[src/rtl/voice_alloc_n_if.sv]
// voice_alloc_n_if
//   Note-event handshake between the MIDI/synth controller (master) and the
//   voice allocator (slave). An event transfers on a cycle where evt_valid
//   and evt_ready are both high.
//   evt_valid  master -> slave  note event present
//   evt_ready  slave  -> master allocator can accept an event
//   evt_is_on  master -> slave  1 = note-on, 0 = note-off
//   evt_key    master -> slave  MIDI key number
//   evt_vel    master -> slave  velocity (on or off)
interface voice_alloc_n_if;
   logic       evt_valid;
   logic       evt_ready;
   logic       evt_is_on;
   logic [7:0] evt_key;
   logic [7:0] evt_vel;

   modport master (output evt_valid, evt_is_on, evt_key, evt_vel, input evt_ready);
   modport slave  (input evt_valid, evt_is_on, evt_key, evt_vel, output evt_ready);
endinterface

[src/rtl/voice_alloc_n.sv]
// voice_alloc_n
//   Polyphonic voice allocator. Serial note events are turned into per-voice
//   gates. Each accepted event scans every voice (one per cycle), then one
//   ISSUE cycle applies the decision: retrigger, first-free allocation,
//   steal-oldest, mono (voice 0) or drop.
//   OSC_CLK      single rising-edge clock
//   reset_reg    synchronous active-high reset
//   evt          note-event handshake (slave side)
//   mode         0/3 first-free or drop, 1 steal-oldest, 2 mono
//   all_off      pulse: release every voice and abandon any in-flight event
//   voice_free   per-voice envelope idle flags from the envelope generator
//   keys_on      per-voice gate
//   note_on      one-cycle strobe on an allocation or retrigger
//   cur_key_adr  voice index of the last issued event
//   cur_key_val  key of the last issued event
//   cur_vel_on   velocity of the last issued note-on
//   cur_vel_off  velocity of the last issued note-off
//   drop_cnt     saturating count of dropped note-ons
module voice_alloc_n #(
   parameter int VOICES    = 8,
   parameter int V_WIDTH   = 3,
   parameter int AGE_WIDTH = 4
) (
   input  logic                OSC_CLK,
   input  logic                reset_reg,
   voice_alloc_n_if.slave      evt,
   input  logic [1:0]          mode,
   input  logic                all_off,
   input  logic [VOICES-1:0]   voice_free,
   output logic [VOICES-1:0]   keys_on,
   output logic                note_on,
   output logic [V_WIDTH-1:0]  cur_key_adr,
   output logic [7:0]          cur_key_val,
   output logic [7:0]          cur_vel_on,
   output logic [7:0]          cur_vel_off,
   output logic [7:0]          drop_cnt
);

   typedef enum logic [1:0] {IDLE, SCAN, ISSUE} state_t;

   localparam logic [AGE_WIDTH-1:0] AGE_MAX  = '1;
   localparam logic [V_WIDTH-1:0]   LAST_IDX = V_WIDTH'(VOICES - 1);

   state_t               state, state_nxt;
   logic                 ready_en;
   logic                 accept;

   logic                 lat_is_on;
   logic [7:0]           lat_key;
   logic [7:0]           lat_vel;
   logic [1:0]           lat_mode;

   logic [V_WIDTH-1:0]   scan_idx;
   logic                 match_found, free_found, old_found;
   logic [V_WIDTH-1:0]   match_idx, free_idx, old_idx;
   logic [AGE_WIDTH-1:0] old_age;

   logic [AGE_WIDTH-1:0] age [VOICES];
   logic [7:0]           voice_key [VOICES];

   logic [V_WIDTH-1:0]   tgt_idx;
   logic                 do_alloc, do_release, do_drop;

   // ready_en holds evt_ready low for the first cycle out of reset.
   assign evt.evt_ready = (state == IDLE) & ready_en;
   assign accept        = evt.evt_valid & evt.evt_ready;

   // NOTE: registers use non-blocking assignments so every flop samples pre-edge values.
   always_ff @(posedge OSC_CLK) begin
      if (reset_reg) state <= IDLE;
      else           state <= state_nxt;
   end

   // NOTE: every combinational output gets a default first, so no path infers a latch.
   always_comb begin
      state_nxt = state;
      case (state)
         IDLE:    if (accept) state_nxt = SCAN;
         SCAN:    if (scan_idx == LAST_IDX) state_nxt = ISSUE;
         ISSUE:   state_nxt = IDLE;
         default: state_nxt = IDLE;
      endcase
      if (all_off) state_nxt = IDLE;
   end

   // Decision from the completed scan records.
   always_comb begin
      tgt_idx    = '0;
      do_alloc   = 1'b0;
      do_release = 1'b0;
      do_drop    = 1'b0;
      if (lat_mode == 2'd2) begin
         // Mono: voice 0 only; a note-off must name the key it holds.
         if (lat_is_on)                                  do_alloc   = 1'b1;
         else if (keys_on[0] && voice_key[0] == lat_key) do_release = 1'b1;
      end else if (lat_is_on) begin
         if (match_found) begin
            tgt_idx  = match_idx;
            do_alloc = 1'b1;
         end else if (free_found) begin
            tgt_idx  = free_idx;
            do_alloc = 1'b1;
         end else if (lat_mode == 2'd1 && old_found) begin
            tgt_idx  = old_idx;
            do_alloc = 1'b1;
         end else begin
            do_drop  = 1'b1;
         end
      end else if (match_found) begin
         tgt_idx    = match_idx;
         do_release = 1'b1;
      end
   end

   always_ff @(posedge OSC_CLK) begin
      if (reset_reg) begin
         ready_en    <= 1'b0;
         keys_on     <= '0;
         note_on     <= 1'b0;
         cur_key_adr <= '0;
         cur_key_val <= '0;
         cur_vel_on  <= '0;
         cur_vel_off <= '0;
         drop_cnt    <= '0;
         lat_is_on   <= 1'b0;
         lat_key     <= '0;
         lat_vel     <= '0;
         lat_mode    <= '0;
         scan_idx    <= '0;
         match_found <= 1'b0;
         free_found  <= 1'b0;
         old_found   <= 1'b0;
         match_idx   <= '0;
         free_idx    <= '0;
         old_idx     <= '0;
         old_age     <= '0;
         for (int v = 0; v < VOICES; v++) age[v] <= '0;
      end else begin
         ready_en <= 1'b1;
         note_on  <= 1'b0;
         if (all_off) begin
            keys_on <= '0;
            for (int v = 0; v < VOICES; v++) age[v] <= '0;
         end else begin
            case (state)
               IDLE: if (accept) begin
                  lat_is_on   <= evt.evt_is_on;
                  lat_key     <= evt.evt_key;
                  lat_vel     <= evt.evt_vel;
                  lat_mode    <= mode;
                  scan_idx    <= '0;
                  match_found <= 1'b0;
                  free_found  <= 1'b0;
                  old_found   <= 1'b0;
               end
               SCAN: begin
                  if (!match_found && keys_on[scan_idx] && voice_key[scan_idx] == lat_key) begin
                     match_found <= 1'b1;
                     match_idx   <= scan_idx;
                  end
                  if (!free_found && voice_free[scan_idx] && !keys_on[scan_idx]) begin
                     free_found <= 1'b1;
                     free_idx   <= scan_idx;
                  end
                  // Strictly greater keeps the lowest index on an age tie.
                  if (keys_on[scan_idx] && (!old_found || age[scan_idx] > old_age)) begin
                     old_found <= 1'b1;
                     old_idx   <= scan_idx;
                     old_age   <= age[scan_idx];
                  end
                  scan_idx <= scan_idx + 1'b1;
               end
               ISSUE: begin
                  if (do_alloc) begin
                     keys_on[tgt_idx] <= 1'b1;
                     note_on          <= 1'b1;
                     cur_key_adr      <= tgt_idx;
                     cur_key_val      <= lat_key;
                     cur_vel_on       <= lat_vel;
                     for (int v = 0; v < VOICES; v++) begin
                        if (V_WIDTH'(v) == tgt_idx)              age[v] <= '0;
                        else if (keys_on[v] && age[v] != AGE_MAX) age[v] <= age[v] + 1'b1;
                     end
                  end
                  if (do_release) begin
                     keys_on[tgt_idx] <= 1'b0;
                     cur_key_adr      <= tgt_idx;
                     cur_key_val      <= lat_key;
                     cur_vel_off      <= lat_vel;
                  end
                  if (do_drop && drop_cnt != 8'hFF) drop_cnt <= drop_cnt + 1'b1;
               end
               default: ;
            endcase
         end
      end
   end

   // NOTE: the key store is not reset; keys_on qualifies every read, so stale keys are harmless.
   always_ff @(posedge OSC_CLK) begin
      if (!reset_reg && !all_off && state == ISSUE && do_alloc) voice_key[tgt_idx] <= lat_key;
   end

endmodule

[src/flat_wrapper.sv]
// flat-port wrapper written by rule: the top's interface ports become plain ports
module voice_alloc_n_flat 
#(
   parameter int VOICES    = 8,
   parameter int V_WIDTH   = 3,
   parameter int AGE_WIDTH = 4
)
  (OSC_CLK, reset_reg, mode, all_off, voice_free, keys_on, note_on, cur_key_adr, cur_key_val, cur_vel_on, cur_vel_off, drop_cnt, evt_evt_valid, evt_evt_is_on, evt_evt_key, evt_evt_vel, evt_evt_ready);
  voice_alloc_n_if evt_i ();
  input  logic OSC_CLK;
  input  logic reset_reg;
  input  logic [1:0] mode;
  input  logic all_off;
  input  logic [VOICES-1:0] voice_free;
  output logic [VOICES-1:0] keys_on;
  output logic note_on;
  output logic [V_WIDTH-1:0] cur_key_adr;
  output logic [7:0] cur_key_val;
  output logic [7:0] cur_vel_on;
  output logic [7:0] cur_vel_off;
  output logic [7:0] drop_cnt;
  input wire logic [$bits(evt_i.evt_valid)-1:0] evt_evt_valid;
  input wire logic [$bits(evt_i.evt_is_on)-1:0] evt_evt_is_on;
  input wire logic [$bits(evt_i.evt_key)-1:0] evt_evt_key;
  input wire logic [$bits(evt_i.evt_vel)-1:0] evt_evt_vel;
  output wire logic [$bits(evt_i.evt_ready)-1:0] evt_evt_ready;
  assign evt_i.evt_valid = evt_evt_valid;
  assign evt_i.evt_is_on = evt_evt_is_on;
  assign evt_i.evt_key = evt_evt_key;
  assign evt_i.evt_vel = evt_evt_vel;
  assign evt_evt_ready = evt_i.evt_ready;
  voice_alloc_n #(.VOICES(VOICES), .V_WIDTH(V_WIDTH), .AGE_WIDTH(AGE_WIDTH)) u_core (.OSC_CLK(OSC_CLK), .reset_reg(reset_reg), .evt(evt_i), .mode(mode), .all_off(all_off), .voice_free(voice_free), .keys_on(keys_on), .note_on(note_on), .cur_key_adr(cur_key_adr), .cur_key_val(cur_key_val), .cur_vel_on(cur_vel_on), .cur_vel_off(cur_vel_off), .drop_cnt(drop_cnt));
endmodule
[config.mk]
export PLATFORM = sky130hd
export DESIGN_NAME = voice_alloc_n_flat
export DESIGN_NICKNAME = d
export VERILOG_FILES = /design/src/rtl/voice_alloc_n_if.sv /design/src/rtl/voice_alloc_n.sv /design/src/flat_wrapper.sv
export SDC_FILE = /design/constraint.sdc
export NUM_CORES = 1
export LEC_CHECK = 0
export ABC_AREA = 1
export BUFFER_PORTS_ARGS = -buffer_cell sky130_fd_sc_hd__buf_2
export CAP_MARGIN = 0
export CORE_MARGIN = 1.5
export CORE_UTILIZATION = 30
export DETAILED_ROUTE_END_ITERATION = 6
export HOLD_SLACK_MARGIN = 0.05
export PLACE_DENSITY_LB_ADDON = 0.1
export SLEW_MARGIN = 25
export SYNTH_ARGS = -nofsm -noshare
export SYNTH_HDL_FRONTEND = slang
export SYNTH_SLANG_ARGS = --single-unit
[constraint.sdc]
create_clock -name OSC_CLK -period 4.8 [get_ports OSC_CLK]
set_clock_uncertainty 0.2 [all_clocks]
set_input_delay 0.96 -clock OSC_CLK [delete_from_list [all_inputs] [get_ports OSC_CLK]]
set_output_delay 0.96 -clock OSC_CLK [all_outputs]
set_load 0.005 [all_outputs]
==> results.sh <==
export IMPL_run_status="completed"
export IMPL_avgSynthCellArea_um2=8.469
export IMPL_final_cell_mix="193 x nand2_1, 141 x nor2_1, 131 x inv_1, 96 x edfxtp_1, 88 x dfxtp_1"
export IMPL_min_path_type="flop to flop"
export IMPL_r2r_setup_slack_ns=1.29
export IMPL_synthArstFlopShare_pct=0
export IMPL_syn_nets=1074
export IMPL_cp_required_ns=4.93
export IMPL_die_w_um=173.4
export IMPL_pre_cts_ws_ns=1.228
export IMPL_mostFrequentLayoutCell="nand2_1"
export IMPL_post_route_period_util_pct=73.13
export IMPL_power_total_mw=3.251
export IMPL_finalNetCount=1137
export IMPL_r2r_end="u_core.old_idx[0]$_SDFFE_PP0P_"
export IMPL_die_h_um=173.4
export IMPL_grt_max_degree=69
export IMPL_ant_nets=0
export IMPL_synth_top_cell_by_area="edfxtp_1"
export IMPL_yosysWarningCount=0
export IMPL_initial_utilization_pct=30.41
export IMPL_overflow=0
export IMPL_wl_per_cell_um=16.12
export IMPL_grt_pass1_vias=6800
export IMPL_crit_arrival_ns=3.64
export IMPL_cts_tree="built"
export IMPL_numClockSinks=184
export IMPL_cp_end_kind="flop"
export IMPL_ys_seq_elements=184
export IMPL_clk_latency_ns=0.44
export IMPL_synthAdderAreaFrac_pct=2.156
export IMPL_numCtsBuffers=17
export IMPL_drv_cap=0
export IMPL_cts_hold_buf=0
export IMPL_cts_root_buf="clkbuf_16"
export IMPL_worst_slew_pin_slew_ns=0.8537
export IMPL_period_minus_slack_ns=3.510
export IMPL_critPathMaxFanout=26
export IMPL_drv_slew=0
export IMPL_fin_setup_tns_ns=0
export IMPL_ys_types=41
export IMPL_grt_antenna_before_repair=0
export IMPL_drtIter0Drc=417
export IMPL_grt_pass1_wl_um=38490
export IMPL_dr_total_vias=6811
export IMPL_core_area_um2=28630
export IMPL_fin_ws_ns=1.290
export IMPL_synthXorXnorAreaFrac_pct=1.207
export IMPL_wl_um=23980
export IMPL_pin_count=76
export IMPL_synth_area_leaders="edfxtp_1 33%, dfxtp_1 20%, nand2_1 8.3%, nor2_1 6.1%, inv_1 5.7%"
export IMPL_yosysSeqAreaShare_pct=53.35
export IMPL_synth_edf_count=96
export IMPL_critical_path_class="flop to flop"
export IMPL_num_rows=62
export IMPL_synth_flop_cell="edfxtp_1"
export IMPL_grt_setup_unrepaired="no"
export IMPL_die_area_um2=30050
export IMPL_synth_top_area_share_pct=33.11
export IMPL_synth_top_family_by_area="simple AND/OR/NAND/NOR gates"
export IMPL_fmax_ghz=0.2849
export IMPL_slew_limit_headroom_pct=42.87
export IMPL_synthCells=1028
export IMPL_clockBufferDepth=2
export IMPL_cp_start_kind="flop"
export IMPL_htreeDepth=4
export IMPL_io_buffers=75
export IMPL_path_clk_slew_ns=0.08
export IMPL_post_cts_buffers=0
export IMPL_synthToLayoutAreaGrowth_pct=14.95
export IMPL_finalHoldViolCount=0
export IMPL_drive_above_1_share_pct=13.22
export IMPL_gp_congestion=0.7885
export IMPL_first_pass_iters=5
export IMPL_grt_usage_pct=16.43
export IMPL_cts_resized=0
export IMPL_hold_end="u_core.cur_vel_off[7]$_SDFFE_PP0P_"
export IMPL_finalSetupViolCount=0
export IMPL_power_density_nw_per_um2=324.9
export IMPL_antenna_diode_count=0
export IMPL_vdd_ir_drop_max_uv=203.5
export IMPL_min_from="u_core.cur_vel_off[7]$_SDFFE_PP0P_"
export IMPL_synth_simple_gate_area_share_pct=23.97
export IMPL_via_per_inst=4.577
export IMPL_dp_hpwl_um=17370
export IMPL_cellLeakagePower_nw=4.234
export IMPL_synth_mux_area_share_pct=0
export IMPL_drc_errors=0
export IMPL_syn_cell_area_um2=8706
export IMPL_ff2ff_path_depth=15
export IMPL_hold_depth=2
export IMPL_synth_compound_area_share_pct=10.99
## through the flow
stage / utilization [%] / hold slack (ns) / cell area, µm² / std cells
final: 34.96 / 0.2475 / 10010 / 1488
after global routing: 34.96 / 0.2689 / 10010 / 1488
after CTS: 34.96 / 0.2510 / 10010 / 1488
after detailed placement: 32.94 / 0.2357 / 9428 / 1456
after global placement: 32.94 / 0.2305 / 9428 / 1456
after floorplan: - / 0.2401 / 8706 / 1028
## state kept, by name, indices dropped and copies added, names as in the netlist, 2 cells and up, named ones only
name,cells
u_core.old_age,4
u_core.scan_idx,3
u_core.age,32
u_core.lat_mode,2
u_core.keys_on,8
u_core.voice_key,64
u_core.state,2
u_core.lat_key,8
u_core.cur_key_val,8
u_core.drop_cnt,8
u_core.free_idx,3
u_core.cur_vel_off,8
u_core.lat_vel,8
u_core.match_idx,3
u_core.cur_vel_on,8
u_core.cur_key_adr,3
u_core.old_idx,3
## routing by layer
layer,global-route usage [%],vias to the layer above,routed length [µm]
li1,-,3521,-
met1,22.89,3160,11950
met2,25.97,107,10840
met3,3.202,23,846
met4,4.493,0,354
met5,0,-,0
## power by group
part / switching, mW / internal, mW
Combinational: 0.0914 / 0.0485
Sequential: 0.0353 / 1.67
Clock: 0.704 / 0.697
Total: 0.831 / 2.42
## kinds of logic (layout without fill, tap and decap cells)
family          count (synthesis)  in the layout
flops                         184            184
simple gates                  462            462
xor+xnor                       12             12
fa+ha+maj                      15             15
buf+inv                       178            254
compound gates                177            177
## how the worst max path moves through the flow
stage	from	endpoint	slack, ns	depth (start not counted)
final	flop	u_core.old_idx[0]$_SDFFE_PP0P_	1.29	15
after CTS	flop	u_core.old_idx[0]$_SDFFE_PP0P_	1.20	15
after floorplan	flop	u_core.old_age[2]$_SDFFE_PP0P_	2.07	17
after detailed placement	flop	u_core.old_idx[0]$_SDFFE_PP0P_	1.23	15
after global routing	flop	u_core.old_age[3]$_SDFFE_PP0P_	0.88	15
after global placement	flop	u_core.old_age[2]$_SDFFE_PP0P_	1.30	15
## Yosys cell counts (2+ instances only)
master and instances:
inv_1 132, o21ai_0 85, nand4_4 6, a31oi_1 4
o211ai_1 5, nor2_1 141, and3_1 2, nor3_1 4
a21oi_1 66, xnor2_1 2, edfxtp_1 96, dfxtp_1 88
clkbuf_1 16, a22oi_1 3, and2_1 3, o22ai_1 6
inv_2 6, nand2_2 3, nand4_1 11, ha_1 15
nor2_2 3, buf_2 14, nand2_1 193, nand3_1 86
xor2_1 10, buf_4 7, nor3_2 7
## worst max-delay path, cell delays in order (launching register included)
cell and delay (ns):
dfxtp_1 0.30, buf_4 0.21, inv_1 0.60, o21ai_0 0.20, o21ai_0 0.22, nor2_1 0.06
a31oi_1 0.23, ha_1 0.29, nand2_1 0.09, nor2_1 0.05, o32ai_1 0.23, nand2_1 0.14
nand3_1 0.34, nand2_1 0.10, nand2_1 0.08, nor2_1 0.04
## area by class of cell
class / instances / area [µm²]
repair buffers: 82 / 427.9
clock buffers: 17 / 425.4
flip-flops and latches: 184 / 4644
clock inverters: 15 / 153.9
fillers: 3023 / 18620
multi-input cells: 666 / 3337
inverters: 140 / 538.0
well taps: 384 / 480.5
(Power assumes the default switching activity.)
